$ cat src/rtl/vs_stream_demux.sv
// vs_stream_demux: 1-to-NUM_OUT valid/ready stream demultiplexer with one registered slot per lane.
// Optional packet lock (whole packet follows its first beat's select) under VS_STREAM_DEMUX_PKT_LOCK_EN.
module vs_stream_demux #(
  parameter int WIDTH   = 1,
  parameter int NUM_OUT = 4,
  localparam int SEL_W  = $clog2(NUM_OUT)
) (
  input  logic                     clk,
  input  logic                     rst_n,
  input  logic                     in_valid,
  output logic                     in_ready,
  input  logic [SEL_W-1:0]         in_sel,
  input  logic [WIDTH-1:0]         in_data,
`ifdef VS_STREAM_DEMUX_PKT_LOCK_EN
  input  logic                     in_last,
`endif
  output logic [NUM_OUT-1:0]       out_valid,
  input  logic [NUM_OUT-1:0]       out_ready,
  output logic [NUM_OUT*WIDTH-1:0] out_data,
  output logic [7:0]               drop_cnt
);
  // Handshake: a beat moves at a rising edge where valid && ready; valid never waits on ready,
  // and a lane slot may be refilled in the same cycle it is unloaded.

  logic [SEL_W-1:0]   eff_sel;
  logic [NUM_OUT-1:0] lane_hit;
  logic [NUM_OUT-1:0] load;
  logic               sel_legal;
  logic               lane_blocked;
  logic               accept;
  logic               drop;

`ifdef VS_STREAM_DEMUX_PKT_LOCK_EN
  typedef enum logic {IDLE = 1'b0, LOCKED = 1'b1} state_t;
  state_t           state_q;
  logic [SEL_W-1:0] lock_sel_q;

  assign eff_sel = (state_q == LOCKED) ? lock_sel_q : in_sel;

  // An illegal first select is locked too, so the rest of that packet is dropped.
  always_ff @(posedge clk or negedge rst_n) begin
    if (!rst_n) begin
      state_q    <= IDLE;
      lock_sel_q <= '0;
    end else if (accept) begin
      case (state_q)
        IDLE: begin
          if (!in_last) begin
            state_q    <= LOCKED;
            lock_sel_q <= in_sel;
          end
        end
        LOCKED: begin
          if (in_last) state_q <= IDLE;
        end
        default: state_q <= IDLE;
      endcase
    end
  end
`else
  assign eff_sel = in_sel;
`endif

  // One-hot decode; an out-of-range select hits no lane and is therefore illegal.
  always_comb begin
    lane_hit = '0;
    for (int i = 0; i < NUM_OUT; i++) begin
      lane_hit[i] = ({1'b0, eff_sel} == (SEL_W+1)'(i));
    end
  end

  assign sel_legal    = |lane_hit;
  assign lane_blocked = |(lane_hit & out_valid & ~out_ready);
  assign in_ready     = rst_n & ~lane_blocked;
  assign accept       = in_valid & in_ready;
  assign load         = lane_hit & {NUM_OUT{accept}};
  assign drop         = accept & ~sel_legal;

  always_ff @(posedge clk or negedge rst_n) begin
    if (!rst_n) begin
      out_valid <= '0;
      out_data  <= '0;
    end else begin
      for (int i = 0; i < NUM_OUT; i++) begin
        if (load[i]) begin
          out_valid[i]                <= 1'b1;
          out_data[i*WIDTH +: WIDTH]  <= in_data;
        end else if (out_ready[i]) begin
          out_valid[i] <= 1'b0;
        end
      end
    end
  end

  always_ff @(posedge clk or negedge rst_n) begin
    if (!rst_n) begin
      drop_cnt <= '0;
    end else if (drop && (drop_cnt != 8'hFF)) begin
      drop_cnt <= drop_cnt + 8'd1;
    end
  end

endmodule

$ cat config.mk
export PLATFORM = sky130hd
export DESIGN_NAME = vs_stream_demux
export DESIGN_NICKNAME = d
export VERILOG_FILES = /design/src/rtl/vs_stream_demux.sv
export SDC_FILE = /design/constraint.sdc
export NUM_CORES = 1
export LEC_CHECK = 0
export ABC_AREA = 1
export BUFFER_PORTS_ARGS = -buffer_cell sky130_fd_sc_hd__buf_2
export CAP_MARGIN = 5
export CORE_MARGIN = 3
export CORE_UTILIZATION = 46
export CTS_CLUSTER_SIZE = 40
export DETAILED_ROUTE_END_ITERATION = 8
export PLACE_DENSITY = 0.76
export SLEW_MARGIN = 5
export SYNTH_ARGS = -nofsm -noshare
export SYNTH_HDL_FRONTEND = slang
export SYNTH_SLANG_ARGS = --single-unit
$ cat constraint.sdc
create_clock -name clk -period 1.4 [get_ports clk]
set_clock_uncertainty 0.05 [all_clocks]
set_input_delay 0.07 -clock clk [delete_from_list [all_inputs] [get_ports clk]]
set_output_delay 0.07 -clock clk [all_outputs]
set_load 0.01 [all_outputs]
---- After elaboration in Yosys (flattened, before gate mapping) ----
Index checks and enable logic that the tools add are counted.
W data, S select, Z words.
storage, ports and cells
  bits in registers ....................... 16
  input bits .............................. 10
  output and inout port bits .............. 17
  logic and storage cells ................. 39
cells by class
  add/subtract/negate cells ............... 1
  eq/ne operators ......................... 4
  multiplexer cells ....................... 8
  bitwise logic cells ..................... 9
  reduce and logical (&&, ||, !) cells .... 8
operators with widths
  cell                   number
  $and A4 B4 Y4          3
  $add A8 B1 Y8 const B  1
  $mux W1                8
  $ne A8 B8 Y1 const B   1
  $reduce_bool A2 Y1     4
  $reduce_or A4 Y1       2
  $eq A2 B2 Y1 const B   2
  $not A4 Y4             1
  $and A1 B1 Y1          3
  $eq A2 B1 Y1 const B   1
  $logic_not A2 Y1       1
  $not A1 Y1             2
  $logic_and A1 B1 Y1    1

---- Longest topological paths before layout ----
  depth after elaboration ................. 9
  depth in mapped cells ................... 8
  depth with buffers taken out ............ 8

---- Worst setup path after synthesis ----
Ideal clock, no wire load.
  path kind ............................... reg-to-reg
  from .................................... register out_valid[1]
  to ...................................... register out_data[0]
  setup time .............................. 0.117 ns
  data arrival time ....................... 0.932 ns
  data required time ...................... 1.233 ns
  setup slack ............................. 0.301 ns
  stages on the path, launching flop included .. 9
  buffers on the path ..................... 0
  clock period less this slack ............ 1.099 ns
  cell sequence ........................... dfrtp_1 inv_1 nor2_1 nand2_2 inv_2 nor2_4 nand4_1 nand2_1 nand2_1
on the way
  word-level cells in the longest chain between the ends .. 7
RTL lines
  element                           line  RTL
  start: declaration                17    output logic [NUM_OUT-1:0] out_valid,
  start signal: assignment          81    out_valid <= '0;
  start signal: indexed assignment  86    out_valid[i] <= 1'b1;
  start signal: indexed assignment  89    out_valid[i] <= 1'b0;
  $and A4 B4 Y4 (2 in a row)        73    assign lane_blocked = |(lane_hit & out_valid & ~out_ready);
  $reduce_or A4 Y1                  73
  $not A1 Y1                        74    assign in_ready = rst_n & ~lane_blocked;
  $and A1 B1 Y1                     74
  $and A1 B1 Y1                     75    assign accept = in_valid & in_ready;
  $and A4 B4 Y4                     76    assign load = lane_hit & {NUM_OUT{accept}};
  end signal: indexed assignment    87    out_data[i*WIDTH +: WIDTH] <= in_data;
  end: declaration                  19    output logic [NUM_OUT*WIDTH-1:0] out_data,
No other way between the ends.
A chain may end at the register's enable or synchronous reset.

---- Final worst setup path ----
  from .................................... register out_valid[1]
  to ...................................... output port in_ready
on the way
  word-level cells in the longest chain between the ends .. 5
RTL lines
  element                     line  RTL
  $and A4 B4 Y4 (2 in a row)  73
  $reduce_or A4 Y1            73
  $not A1 Y1                  74
  $and A1 B1 Y1               74
  end: declaration            11    output logic in_ready,
No other way between the ends.

==> run_results.csv <==
group,metric,value,unit
yosys,synth_common_cells,"sky130_fd_sc_hd__dfrtp_1 (16), sky130_fd_sc_hd__nand2_1 (14), sky130_fd_sc_hd__clkbuf_1 (8), sky130_fd_sc_hd__nand4_1 (8), sky130_fd_sc_hd__inv_1 (6)",
yosys,post_synth_num_cell_types,14,
yosys,yosys_most_used_dff,"sky130_fd_sc_hd__dfrtp_1",
timing,max_slew_margin,0.870,
clock_network,cts_max_path_buffers,2,
yosys,ys_seq_area_frac,0.572,
yosys,synth.top_cells.by_area,"sky130_fd_sc_hd__dfrtp_1 (57%), sky130_fd_sc_hd__nand2_1 (7.5%), sky130_fd_sc_hd__nand4_1 (7.2%), sky130_fd_sc_hd__nor2_4 (4.8%), sky130_fd_sc_hd__clkbuf_1 (4.3%)",
floorplan,design.die.area,0.00202,mm²
setup_path,path_max_fanout,2,
power_and_ir_drop,power.static_leakage,0.520,nW
place,hpwlAfterDp,1050,µm
drt,route.detailed.drc,0,
global_routing,grt_max_degree,17,
finish,num_antenna_cells,0,
global_routing,number_of_antenna_violations_at_the_first_check_in_global_routing,0,
yosys,flop_and_latch_count_out_of_synthesis,16,
clock_network,clock_tree.htree_level_count,1,
timing,tightest_slew,0.195,ns
finish,stdcell_count,115,
clock_network,cts_tree,"done",
drt,first_pass_iters,4,
clock_network,clock_sink_count,16,
global_routing,globalRouteTotalUtil,0.149,
finish,drive_gt1_frac,0.480,
place,port-buffer-count,26,
drt,drtIter0Drc,9,
drt,totalWireLength,1350,µm
clock_network,root_buffer,"sky130_fd_sc_hd__clkbuf_4",
floorplan,initial_core_util,0.512,
yosys,yosysTopAreaCellShare,0.572,
yosys,yosys_warnings,0,
floorplan,die-width,45.0,µm
clock_network,clk_pin_slew,0.08,ns
clock_network,clk-insertion-delay-late,0.28,ns
global_routing,wire_length_of_the_first_global_routing_pass,2120,µm
status,status,"completed",
setup_path,regToRegSetupSlack,0.18,ns
setup_path,critical_path_end_type,"output port",
power_and_ir_drop,post-layout-total-power,890,µW
drt,vias_per_cell,4.81,
setup_path,cp.required,1.28,ns
setup_path,worstPathArrival,1.20,ns
place,finalWeightedCongestion,0.824,
timing,finalSetupViolations,0,
yosys,async_reset_ff_frac,1.00,
drt,wl_per_cell,11.7,µm
setup_path,crit_path_start_kind,"flop",
power_and_ir_drop,powerDensity,1000,mW/mm²
place,place_inst,108,
yosys,syn_nets,85,
drt,antenna_violation_net_count_after_detailed_routing,0,
timing,timing.fmax,0.757,GHz
min_path,hold_path_class,"input pin to flop",
yosys,synthesis.area,699,µm²
global_routing,overflow,0,
timing,hold_viol_final,0,
setup_path,setup.worst_path.class,"flop to output port",
clock_network,numCtsBuffers,3,
floorplan,floorplan.core_area,0.00137,mm²
setup_path,cpMaxStageDelayCell,"sky130_fd_sc_hd__dfrtp_1",
yosys,synthMostInstantiatedCell,"sky130_fd_sc_hd__dfrtp_1",
timing,period_minus_slack,1.32,ns
setup_path,crit_chain,"inv_2 -> nor2_2 -> nand2_2 -> nand3_2 -> nor2_4 -> buf_6",
yosys,mapped_avg_cell_area,9.33,µm²
global_routing,via_count_of_the_first_global_routing_pass,493,
yosys,synth_top_cell_by_area,"sky130_fd_sc_hd__dfrtp_1",
timing,timing.final.max_slew_violations,0,
yosys,number_of_enable_type_register_cells_in_the_synthesized_netlist,0,
finish,nNetsFinal,112,
finish,area_delta_synth_final,26.8,%
power_and_ir_drop,vdd_drop_max,894,µV
floorplan,io-pin-count,27,
drt,route.vias.total,553,
setup_path,critical_path.max_stage_delay,0.41,ns
floorplan,die_h,45.0,µm
floorplan,core.rowCount,13,
flow_run,timing.max_cap.violations,0,
timing,layout_worst_path_cycle_share,0.943,
yosys,synthCells,75,
[what timing repair did]
action	CTS	global route
endpoints found under the hold margin	18	0
buffers inserted	0	1
resized for setup	0	3
setup endpoints to repair	0	1
hold buffers	3	0
[sequential cells by signal, summed over array words and instances (netlist names)]
| name | cells |
|---|---|
| drop_cnt | 8 |
| out_valid | 4 |
| out_data | 4 |
[per-stage QoR]
step | TNS [ns] | utilization | instance area (µm²) | hold slack (ns) | worst slack, ns
6_report | 0 | 0.649 | 887 | 0.0250 | 0.0796
5_1_grt | -0.00624 | 0.649 | 887 | 0.0274 | -0.00624
4_1_cts | 0 | 0.637 | 871 | 0.0175 | 0.00846
3_5_place_dp | 0 | 0.599 | 818 | 0.0275 | 0.237
3_3_place_gp | 0 | 0.599 | 818 | 0.0286 | 0.281
2_1_floorplan | 0 | - | 699 | -0.276 | 0.301
[cell usage in the layout (no fill, tap or decap)]
cell                            Yosys  routed
sky130_fd_sc_hd__buf_2              0      25
sky130_fd_sc_hd__dfrtp_1           16      16
sky130_fd_sc_hd__nand2_1           14      14
sky130_fd_sc_hd__nand4_1            8       8
sky130_fd_sc_hd__inv_1              6       5
sky130_fd_sc_hd__nor2_2             4       5
sky130_fd_sc_hd__nand2_2            4       4
sky130_fd_sc_hd__inv_2              3       4
sky130_fd_sc_hd__nor2_4             3       3
sky130_fd_sc_hd__clkbuf_4           0       3
sky130_fd_sc_hd__dlygate4sd3_1      0       3
sky130_fd_sc_hd__nand3_1            2       2
sky130_fd_sc_hd__nor2_1             3       2
sky130_fd_sc_hd__o21ai_1            2       2
sky130_fd_sc_hd__buf_4              1       2
sky130_fd_sc_hd__nand3_2            1       1
sky130_fd_sc_hd__buf_6              0       1
[cell type report]
| cell class | instances | area [µm²] |
|---|---|---|
| fillers | 119 | 479 |
| flip-flops and latches | 16 | 400 |
| multi-input cells | 41 | 230 |
| repair buffers | 31 | 181 |
| inverters | 9 | 33.8 |
| clock buffers | 3 | 22.5 |
| well taps | 15 | 18.8 |
[power by group]
group          leakage (nW)  switching (mW)  internal (mW)
combinational         0.290          0.0924         0.0676
clock                0.0138           0.122         0.0996
sequential            0.216          0.0159          0.492
total                 0.520           0.230          0.660
[cell families after synthesis]
family,count (synthesis),share of synthesized area
compound gates,2,0.0143
buf+inv,18,0.102
flops,16,0.572
simple gates,39,0.311
[layer usage]
metal	global-route usage	vias up	wire [µm]
met5	0	-	0
met4	0.0351	0	10
met3	0.0757	2	118
met2	0.229	18	632
met1	0.187	245	585
li1	-	288	-
[worst max-delay path: cells and delay by family, from the launching register on]
| kind | cells | cell delay (ns) |
|---|---|---|
| flip-flops | 1 | 0.41 |
| AND/OR/NAND/NOR | 4 | 0.33 |
| buffers and inverters | 2 | 0.18 |
[path summary, 6_finish.rpt]
path / start / to / depth (start not counted)
worst max-delay path: out_valid[1] / in_ready / 6
worst min-delay path: out_ready[2] / out_valid[2] / 4
worst max register to register: out_valid[1] / out_data[2] / 8
worst min register to register: drop_cnt[0] / drop_cnt[0] / 0
max in group asynchronous: rst_n / drop_cnt[1] / 3
min in group asynchronous: rst_n / out_data[3] / 3
No activity file was read; power rests on OpenSTA's default activity.
